<file path="config.mk">
export PLATFORM = sky130hd
export DESIGN_NAME = pwm_capture_flat
export DESIGN_NICKNAME = d
export VERILOG_FILES = /design/src/rtl/pwm_capture_if.sv /design/src/rtl/pwm_capture.sv /design/src/flat_wrapper.sv
export SDC_FILE = /design/constraint.sdc
export NUM_CORES = 1
export LEC_CHECK = 0
export CORE_AREA = 2 2 154 171
export CTS_CLUSTER_SIZE = 12
export DETAILED_ROUTE_END_ITERATION = 10
export DIE_AREA = 0 0 156 173
export DONT_BUFFER_PORTS = 1
export PLACE_DENSITY = 0.47
export SLEW_MARGIN = 20
export SYNTH_ARGS = -nofsm -noshare
export SYNTH_HDL_FRONTEND = slang
export SYNTH_SLANG_ARGS = --single-unit
</file>
<file path="constraint.sdc">
create_clock -name clk -period 1.95 [get_ports clk]
set_input_delay 0.39 -clock clk [delete_from_list [all_inputs] [get_ports clk]]
set_output_delay 0.39 -clock clk [all_outputs]
set_load 0.05 [all_outputs]
</file>
<file path="src/rtl/pwm_capture_if.sv">
// Signal bundle between a PWM source and pwm_capture: the raw input plus all measurement results.
interface pwm_capture_if #(
  parameter int unsigned CNT_W  = 16,
  parameter int unsigned DUTY_W = 8
);
  logic              pwm_in;
  logic [CNT_W-1:0]  high_cnt;
  logic [CNT_W-1:0]  period_cnt;
  logic              valid;
  logic              ovf;
  logic [DUTY_W-1:0] duty;
  logic              duty_valid;
  logic              stuck;
  logic              level;

  modport master (
    output pwm_in,
    input  high_cnt, period_cnt, valid, ovf, duty, duty_valid, stuck, level
  );

  modport slave (
    input  pwm_in,
    output high_cnt, period_cnt, valid, ovf, duty, duty_valid, stuck, level
  );
endinterface

</file>
<file path="src/rtl/pwm_capture.sv">
// Measures high time and period of an asynchronous PWM input and derives an 8-bit-scale duty
// value with a serial restoring divider; flags a stuck input after a configurable timeout.
module pwm_capture #(
  parameter int unsigned CNT_W   = 16,
  parameter int unsigned DUTY_W  = 8,
  parameter int unsigned TIMEOUT = 65535
) (
  input logic          clk,
  input logic          rst,
  pwm_capture_if.slave bus
);

  localparam int unsigned        DivCntW    = $clog2(DUTY_W + 1);
  localparam logic [CNT_W-1:0]   CntMax     = '1;
  localparam logic [CNT_W-1:0]   CntOne     = CNT_W'(1);
  localparam logic [CNT_W-1:0]   TimeoutCnt = CNT_W'(TIMEOUT);
  localparam logic [CNT_W-1:0]   TimeoutM1  = CNT_W'(TIMEOUT - 1);
  localparam logic [DivCntW-1:0] DivIters   = DivCntW'(DUTY_W);
  localparam logic [DivCntW-1:0] DivOne     = DivCntW'(1);

  typedef enum logic [1:0] {StIdle, StHigh, StLow} state_e;

  state_e            r_state, w_state_nxt;
  logic              r_sync1, r_sync2, r_hist;
  logic              w_rise, w_fall, w_timeout;
  logic [CNT_W-1:0]  r_idle;
  logic              r_stuck;
  logic [CNT_W-1:0]  r_high_acc, r_per_acc, w_high_acc_nxt, w_per_acc_nxt;
  logic              r_sat, w_sat_nxt, w_publish;
  logic [CNT_W-1:0]  r_high_cnt, r_period_cnt;
  logic              r_valid, r_ovf;
  logic              r_div_busy;
  logic [DivCntW-1:0] r_div_cnt;
  logic [CNT_W:0]    r_rem, w_rem_shift, w_rem_step;
  logic [CNT_W-1:0]  r_divisor;
  logic [DUTY_W-1:0] r_quot, w_quot_step, r_duty;
  logic              r_duty_valid, w_ge;

  always_ff @(posedge clk) begin
    if (!rst) begin
      r_sync1 <= 1'b0;
      r_sync2 <= 1'b0;
      r_hist  <= 1'b0;
    end else begin
      r_sync1 <= bus.pwm_in;
      r_sync2 <= r_sync1;
      r_hist  <= r_sync2;
    end
  end

  assign w_rise    = r_sync2 & ~r_hist;
  assign w_fall    = ~r_sync2 & r_hist;
  // Fires once TIMEOUT edge-free cycles have elapsed; an edge in the same cycle wins.
  assign w_timeout = ~w_rise & ~w_fall & (r_idle >= TimeoutM1);

  always_ff @(posedge clk) begin
    if (!rst) begin
      r_idle  <= '0;
      r_stuck <= 1'b0;
    end else begin
      if (w_rise || w_fall) begin
        r_idle <= '0;
      end else if (r_idle < TimeoutCnt) begin
        r_idle <= r_idle + CntOne;
      end
      if (w_rise) begin
        r_stuck <= 1'b0;
      end else if (w_timeout) begin
        r_stuck <= 1'b1;
      end
    end
  end

  always_comb begin
    w_state_nxt    = r_state;
    w_high_acc_nxt = r_high_acc;
    w_per_acc_nxt  = r_per_acc;
    w_sat_nxt      = r_sat;
    w_publish      = 1'b0;
    case (r_state)
      StIdle: begin
        if (w_rise) begin
          w_state_nxt    = StHigh;
          w_high_acc_nxt = CntOne;
          w_per_acc_nxt  = CntOne;
          w_sat_nxt      = 1'b0;
        end
      end
      StHigh: begin
        if (r_per_acc == CntMax) w_sat_nxt = 1'b1;
        else                     w_per_acc_nxt = r_per_acc + CntOne;
        if (w_fall) begin
          w_state_nxt = StLow;
        end else if (r_high_acc == CntMax) begin
          w_sat_nxt = 1'b1;
        end else begin
          w_high_acc_nxt = r_high_acc + CntOne;
        end
      end
      StLow: begin
        if (w_rise) begin
          w_publish      = 1'b1;
          w_state_nxt    = StHigh;
          w_high_acc_nxt = CntOne;
          w_per_acc_nxt  = CntOne;
          w_sat_nxt      = 1'b0;
        end else if (r_per_acc == CntMax) begin
          w_sat_nxt = 1'b1;
        end else begin
          w_per_acc_nxt = r_per_acc + CntOne;
        end
      end
      default: w_state_nxt = StIdle;
    endcase
    if (w_timeout) w_state_nxt = StIdle;
  end

  always_ff @(posedge clk) begin
    if (!rst) begin
      r_state      <= StIdle;
      r_high_acc   <= '0;
      r_per_acc    <= '0;
      r_sat        <= 1'b0;
      r_valid      <= 1'b0;
      r_high_cnt   <= '0;
      r_period_cnt <= '0;
      r_ovf        <= 1'b0;
    end else begin
      r_state    <= w_state_nxt;
      r_high_acc <= w_high_acc_nxt;
      r_per_acc  <= w_per_acc_nxt;
      r_sat      <= w_sat_nxt;
      r_valid    <= w_publish;
      if (w_publish) begin
        r_high_cnt   <= r_high_acc;
        r_period_cnt <= r_per_acc;
        r_ovf        <= r_sat;
      end
    end
  end

  // Remainder stays below the divisor, so the doubled value always fits in CNT_W+1 bits.
  assign w_rem_shift = r_rem << 1;
  assign w_ge        = (w_rem_shift >= {1'b0, r_divisor});
  assign w_rem_step  = w_ge ? (w_rem_shift - {1'b0, r_divisor}) : w_rem_shift;
  assign w_quot_step = (r_quot << 1) | DUTY_W'(w_ge);

  always_ff @(posedge clk) begin
    if (!rst) begin
      r_div_busy   <= 1'b0;
      r_div_cnt    <= '0;
      r_rem        <= '0;
      r_divisor    <= '0;
      r_quot       <= '0;
      r_duty       <= '0;
      r_duty_valid <= 1'b0;
    end else begin
      r_duty_valid <= 1'b0;
      if (r_div_busy) begin
        r_rem     <= w_rem_step;
        r_quot    <= w_quot_step;
        r_div_cnt <= r_div_cnt - DivOne;
        if (r_div_cnt == DivOne) begin
          r_div_busy   <= 1'b0;
          r_duty       <= w_quot_step;
          r_duty_valid <= 1'b1;
        end
      end else if (r_valid && !r_ovf) begin
        r_div_busy <= 1'b1;
        r_div_cnt  <= DivIters;
        r_rem      <= {1'b0, r_high_cnt};
        r_divisor  <= r_period_cnt;
        r_quot     <= '0;
      end
    end
  end

  assign bus.high_cnt   = r_high_cnt;
  assign bus.period_cnt = r_period_cnt;
  assign bus.valid      = r_valid;
  assign bus.ovf        = r_ovf;
  assign bus.duty       = r_duty;
  assign bus.duty_valid = r_duty_valid;
  assign bus.stuck      = r_stuck;
  assign bus.level      = r_sync2;

endmodule

</file>
<file path="src/flat_wrapper.sv">
// flat-port wrapper written by rule: the top's interface ports become plain ports
module pwm_capture_flat 
#(
  parameter int unsigned CNT_W   = 16,
  parameter int unsigned DUTY_W  = 8,
  parameter int unsigned TIMEOUT = 65535
)
  (clk, rst, bus_pwm_in, bus_high_cnt, bus_period_cnt, bus_valid, bus_ovf, bus_duty, bus_duty_valid, bus_stuck, bus_level);
  pwm_capture_if #(.CNT_W(CNT_W), .DUTY_W(DUTY_W)) bus_i ();
  input logic clk;
  input logic rst;
  input wire logic [$bits(bus_i.pwm_in)-1:0] bus_pwm_in;
  output wire logic [$bits(bus_i.high_cnt)-1:0] bus_high_cnt;
  output wire logic [$bits(bus_i.period_cnt)-1:0] bus_period_cnt;
  output wire logic [$bits(bus_i.valid)-1:0] bus_valid;
  output wire logic [$bits(bus_i.ovf)-1:0] bus_ovf;
  output wire logic [$bits(bus_i.duty)-1:0] bus_duty;
  output wire logic [$bits(bus_i.duty_valid)-1:0] bus_duty_valid;
  output wire logic [$bits(bus_i.stuck)-1:0] bus_stuck;
  output wire logic [$bits(bus_i.level)-1:0] bus_level;
  assign bus_i.pwm_in = bus_pwm_in;
  assign bus_high_cnt = bus_i.high_cnt;
  assign bus_period_cnt = bus_i.period_cnt;
  assign bus_valid = bus_i.valid;
  assign bus_ovf = bus_i.ovf;
  assign bus_duty = bus_i.duty;
  assign bus_duty_valid = bus_i.duty_valid;
  assign bus_stuck = bus_i.stuck;
  assign bus_level = bus_i.level;
  pwm_capture #(.CNT_W(CNT_W), .DUTY_W(DUTY_W), .TIMEOUT(TIMEOUT)) u_core (.clk(clk), .rst(rst), .bus(bus_i));
endmodule
</file>
==> results <==
- Tracing the worst setup path back leads to its startpoint at u_core.r_divisor[14].
- The CTS sink count is ~140.
- The category of the most critical setup path is register to register.
- Input and output buffers added on the ports amount to 0.
- The aggregate global-route resource usage is ~15%.
- The max-slew violation total from the final report came to 0.
- The final clock skew is 12.4 ps.
- In this run the tightest slew margin relative to its limit is roughly 54%.
- Final hold analysis gives a worst-case slack of ~79 ps.
- The checks that failed: negative setup slack.
- The violation count after the first detailed-routing iteration is roughly 280.
- For this design the top-level I/O count stands at 48.
- After synthesis, the mean cell area works out to roughly 8.6 sq um.
- Clock tree synthesis inserted a total of 17 buffers.
- The floorplan step defined a die boundary enclosing ~0.027 sq mm.
- The flop and latch count out of synthesis is around 140.
- The number of instances in the synthesized netlist is 808.
- The routed wire length per instance is about 16 um.
- The share of flip-flops with an asynchronous set or reset is 0%.
- Clock-pin slew was measured on the worst setup and hold paths at roughly 70 ps.
- The row count is between 60 and 70.
- The worst setup slack after layout is -284 ps.
- Overall power consumption after layout is estimated at about 6.3 mW.
- The class of the most critical hold timing path is input port to register.
- The cell area after synthesis is 0.00694 sq mm.
- The pin count of the biggest net entering global routing is between 100 and 150.
- The initial antenna violation count is 0.
- Max-cap violations in this run came to 0.
- The deepest level of the CTS H-tree is 4.
- In this run the static leakage power is between 3 and 4 nW.
- For the pin with the worst max-slew slack, the measured transition is a little under 700 ps.
- The total overflow left after global routing is 0.
- The number of cells on the worst reg-to-reg path is 10.
- The maximum fanout along the worst path is 13.
- The via-per-instance ratio is ~4.8.
- The count of nets left with antenna violations once routing finished came out at 0.
- The weighted congestion at the end of routability-driven global placement is about 0.87.
- The wire length of the first global-routing pass is between 30 and 40 mm.
- The met2 track utilization from global routing is between 20% and 30%.
- The core region is 0.0251 sq mm.
- The number of nets in the synthesized netlist is approximately 840.
- Setup violations remaining at the end of the flow were counted as 18.
- The repair_antennas step left the layout with diodes totalling 0.
- The number of hold-slack violations in the final timing report is 0.
- The maximum root-to-sink buffer count is 2.
- The end-of-flow core utilization is 35.4%.
- The hold buffer count at cts is 0.
- The worst setup path is launched from a register.
- The final period utilization is 115%.
- The startpoint identified for the worst register-to-register timing path is u_core.r_divisor[14].
- The number of flops mapped to enable cells by yosys is 0.
- The TritonCTS clock tree is built.
- Data on the critical path is required at its endpoint by approximately 2300 ps.
- The fraction of the yosys area taken by sequential cells is between 40% and 50%.
- The die span in x is 156 um.
- The clock latency of the later-clocked register in the worst-skew pair is about 430 ps.
- The endpoint of the worst-slack reg-to-reg timing path is u_core.r_rem[11].
- The effective utilization at floorplan is 27.6%.
- For this run, the number of Yosys warnings is 0.
- The tree is rooted in a clkbuf_16.
- Setup repair after global routing could not meet its margin everywhere.
- The worst register-to-register path has a setup slack of -280 ps.
- Among all flip-flop cells after synthesis, the most frequent one is dfxtp_1.
- Across the VDD grid, the largest voltage drop is between 500 and 600 uV.
- Power spread over the standard cell area amounts to roughly 710 mW/mm^2.
- STA puts the critical path data arrival time at about 2500 ps.
- The detailed-placement wirelength estimate is ~14 mm.
- Derived from the worst setup path, the maximum achievable clock frequency is approximately 0.45 GHz.
- The peak-usage layer in the global routing report is met2.
- The die is roughly 170 um tall.
- The post-route netlist has between 20% and 30% of its cells at a drive strength greater than 1.
- The element type at the critical path end is a register.
- The net count of the finished layout is 936.
- Wires add up to 19.2 mm.
- The number of global-route vias before repair is approximately 5,700.
- For the finished layout, the period the worst path requires is roughly 2200 ps.
- For this run, global-route usage on met3 was measured as under 10%.
- The iteration count of the initial detailed-routing pass is 4.
- The area growth from synthesis to layout is 28.3%.
- The destination of the critical timing path is u_core.r_rem[11].
- For this run, global-route usage on met1 was measured as 18.5%.
- The run finished, with violations left.
- Counting distinct cell types in the post-synthesis netlist gives 63.
- The detailed-route DRC error count is 0.
- Detailed routing inserted a total of 5,838 vias.
[flip-flops by register name (all words and copies together), names as in the netlist]
name / cells
u_core.bus.duty: 8
u_core.bus.duty_valid: 1
u_core.bus.high_cnt: 16
u_core.bus.level: 1
u_core.bus.ovf: 1
u_core.bus.period_cnt: 16
u_core.bus.stuck: 1
u_core.bus.valid: 1
u_core.r_div_busy: 1
u_core.r_div_cnt: 4
u_core.r_divisor: 16
u_core.r_high_acc: 16
u_core.r_hist: 1
u_core.r_idle: 16
u_core.r_per_acc: 16
u_core.r_quot: 7
u_core.r_rem: 16
u_core.r_sat: 1
u_core.r_state: 2
u_core.r_sync1: 1
[worst min path at each step]
| stage | from | end | slack [ps] | cells after the start |
|---|---|---|---|---|
| after floorplan | u_core.r_sync1 | u_core.bus.level | 410 | 1 |
| after CTS | rst | u_core.r_rem[10] | 70 | 2 |
| after global placement | u_core.r_sync1 | u_core.bus.level | 420 | 1 |
| after detailed placement | u_core.r_sync1 | u_core.bus.level | 420 | 1 |
| after global routing | rst | u_core.r_rem[8] | 70 | 2 |
| final | rst | u_core.r_rem[10] | 80 | 2 |
[critical path: stages, from the launching register on]
cell and delay, ps:
dfxtp_2 330, inv_2 40, ha_4 230, a21o_1 190, a211oi_2 250, o41a_1 210, o211ai_1 140, o21ai_4 200
buf_12 170, mux2i_2 240, o21ai_1 90
[routing by layer]
layer  part of all wire (%)  up-vias  routed length [um]
li1                       -     2997                   -
met1                     46     2744                8830
met2                     49       72                9390
met3                    3.2       25                 611
met4                    1.9        0                 359
met5                      0        -                   0
[cells in the final DEF, fill, tap and decap left out, drive strengths merged, types with 18 or more instances in the layout]
| cell | count |
|---|---|
| clkbuf | 18 |
| nor2 | 60 |
| nand3 | 22 |
| xor2 | 38 |
| buf | 112 |
| dfxtp | 142 |
| a21boi | 49 |
| a21oi | 25 |
| mux2i | 21 |
| inv | 32 |
| o21ai | 32 |
| nand2 | 154 |
| ha | 29 |
| nor2b | 21 |
[logic make-up after synthesis]
kind of cell / count (synthesis) / share of synthesized area [%]
AOI/OAI and AO/OA: 173 / 18.1
xor gates and xnor gates: 49 / 6.19
adders and majority gates: 30 / 5.52
buffers and inverters: 64 / 3.62
DFF: 142 / 41.0
muxes: 21 / 3.03
and+or+nand+nor: 329 / 22.6
[synthesized netlist by cell type, types with 5 or more instances]
cell type | instances | area (sq um)
xor2_1 | 38 | 333
a21boi_0 | 49 | 368
o21ai_1 | 18 | 90.1
a22o_1 | 15 | 131
o21ai_0 | 14 | 70.1
nand3_1 | 21 | 105
and3_1 | 14 | 87.6
nor2b_1 | 20 | 125
and2_1 | 12 | 75.1
buf_2 | 6 | 30.0
a21oi_1 | 25 | 125
mux2i_1 | 21 | 210
nand4_1 | 14 | 87.6
xnor2_1 | 11 | 96.3
a22oi_1 | 8 | 60.1
clkbuf_1 | 28 | 105
nand2_1 | 154 | 578
ha_1 | 29 | 363
dfxtp_1 | 142 | 2840
and4_1 | 5 | 43.8
inv_1 | 27 | 101
nor2_1 | 60 | 225
[area by class of cell]
cell class	count	area (sq um)
Fill cell	2560	16200
Tap cell	315	394
Inverter	28	105
Clock buffer	18	429
Sequential cell	142	2860
Clock inverter	12	138
Multi-Input combinational cell	602	4070
Timing Repair Buffer	112	907
[what timing repair did]
action | in CTS | in global routing
hold endpoints to repair | 0 | 0
pin swaps | 5 | 13
gates resized for setup | 20 | 18
setup buffers | 2 | 3
endpoints found under the setup margin | 21 | 34
[per-stage QoR]
step | cells | setup TNS (ps) | instance area, sq um | setup slack, ps
CTS | 1226 | -3500 | 8800 | -265
finish | 1229 | -3880 | 8900 | -284
global placement | 1194 | -3560 | 8110 | -278
detailed placement | 1194 | -3830 | 8110 | -305
floorplan | 808 | -580 | 7000 | -60.2
global route | 1229 | -5570 | 8900 | -361
[report_power, final]
| group | switching, mW | total, mW | internal (mW) |
|---|---|---|---|
| logic | 0.103 | 0.201 | 0.0984 |
| clock network | 1.34 | 3.22 | 1.88 |
| registers | 0.00988 | 2.92 | 2.91 |
Note: power is estimated with default switching activity, not from simulation.
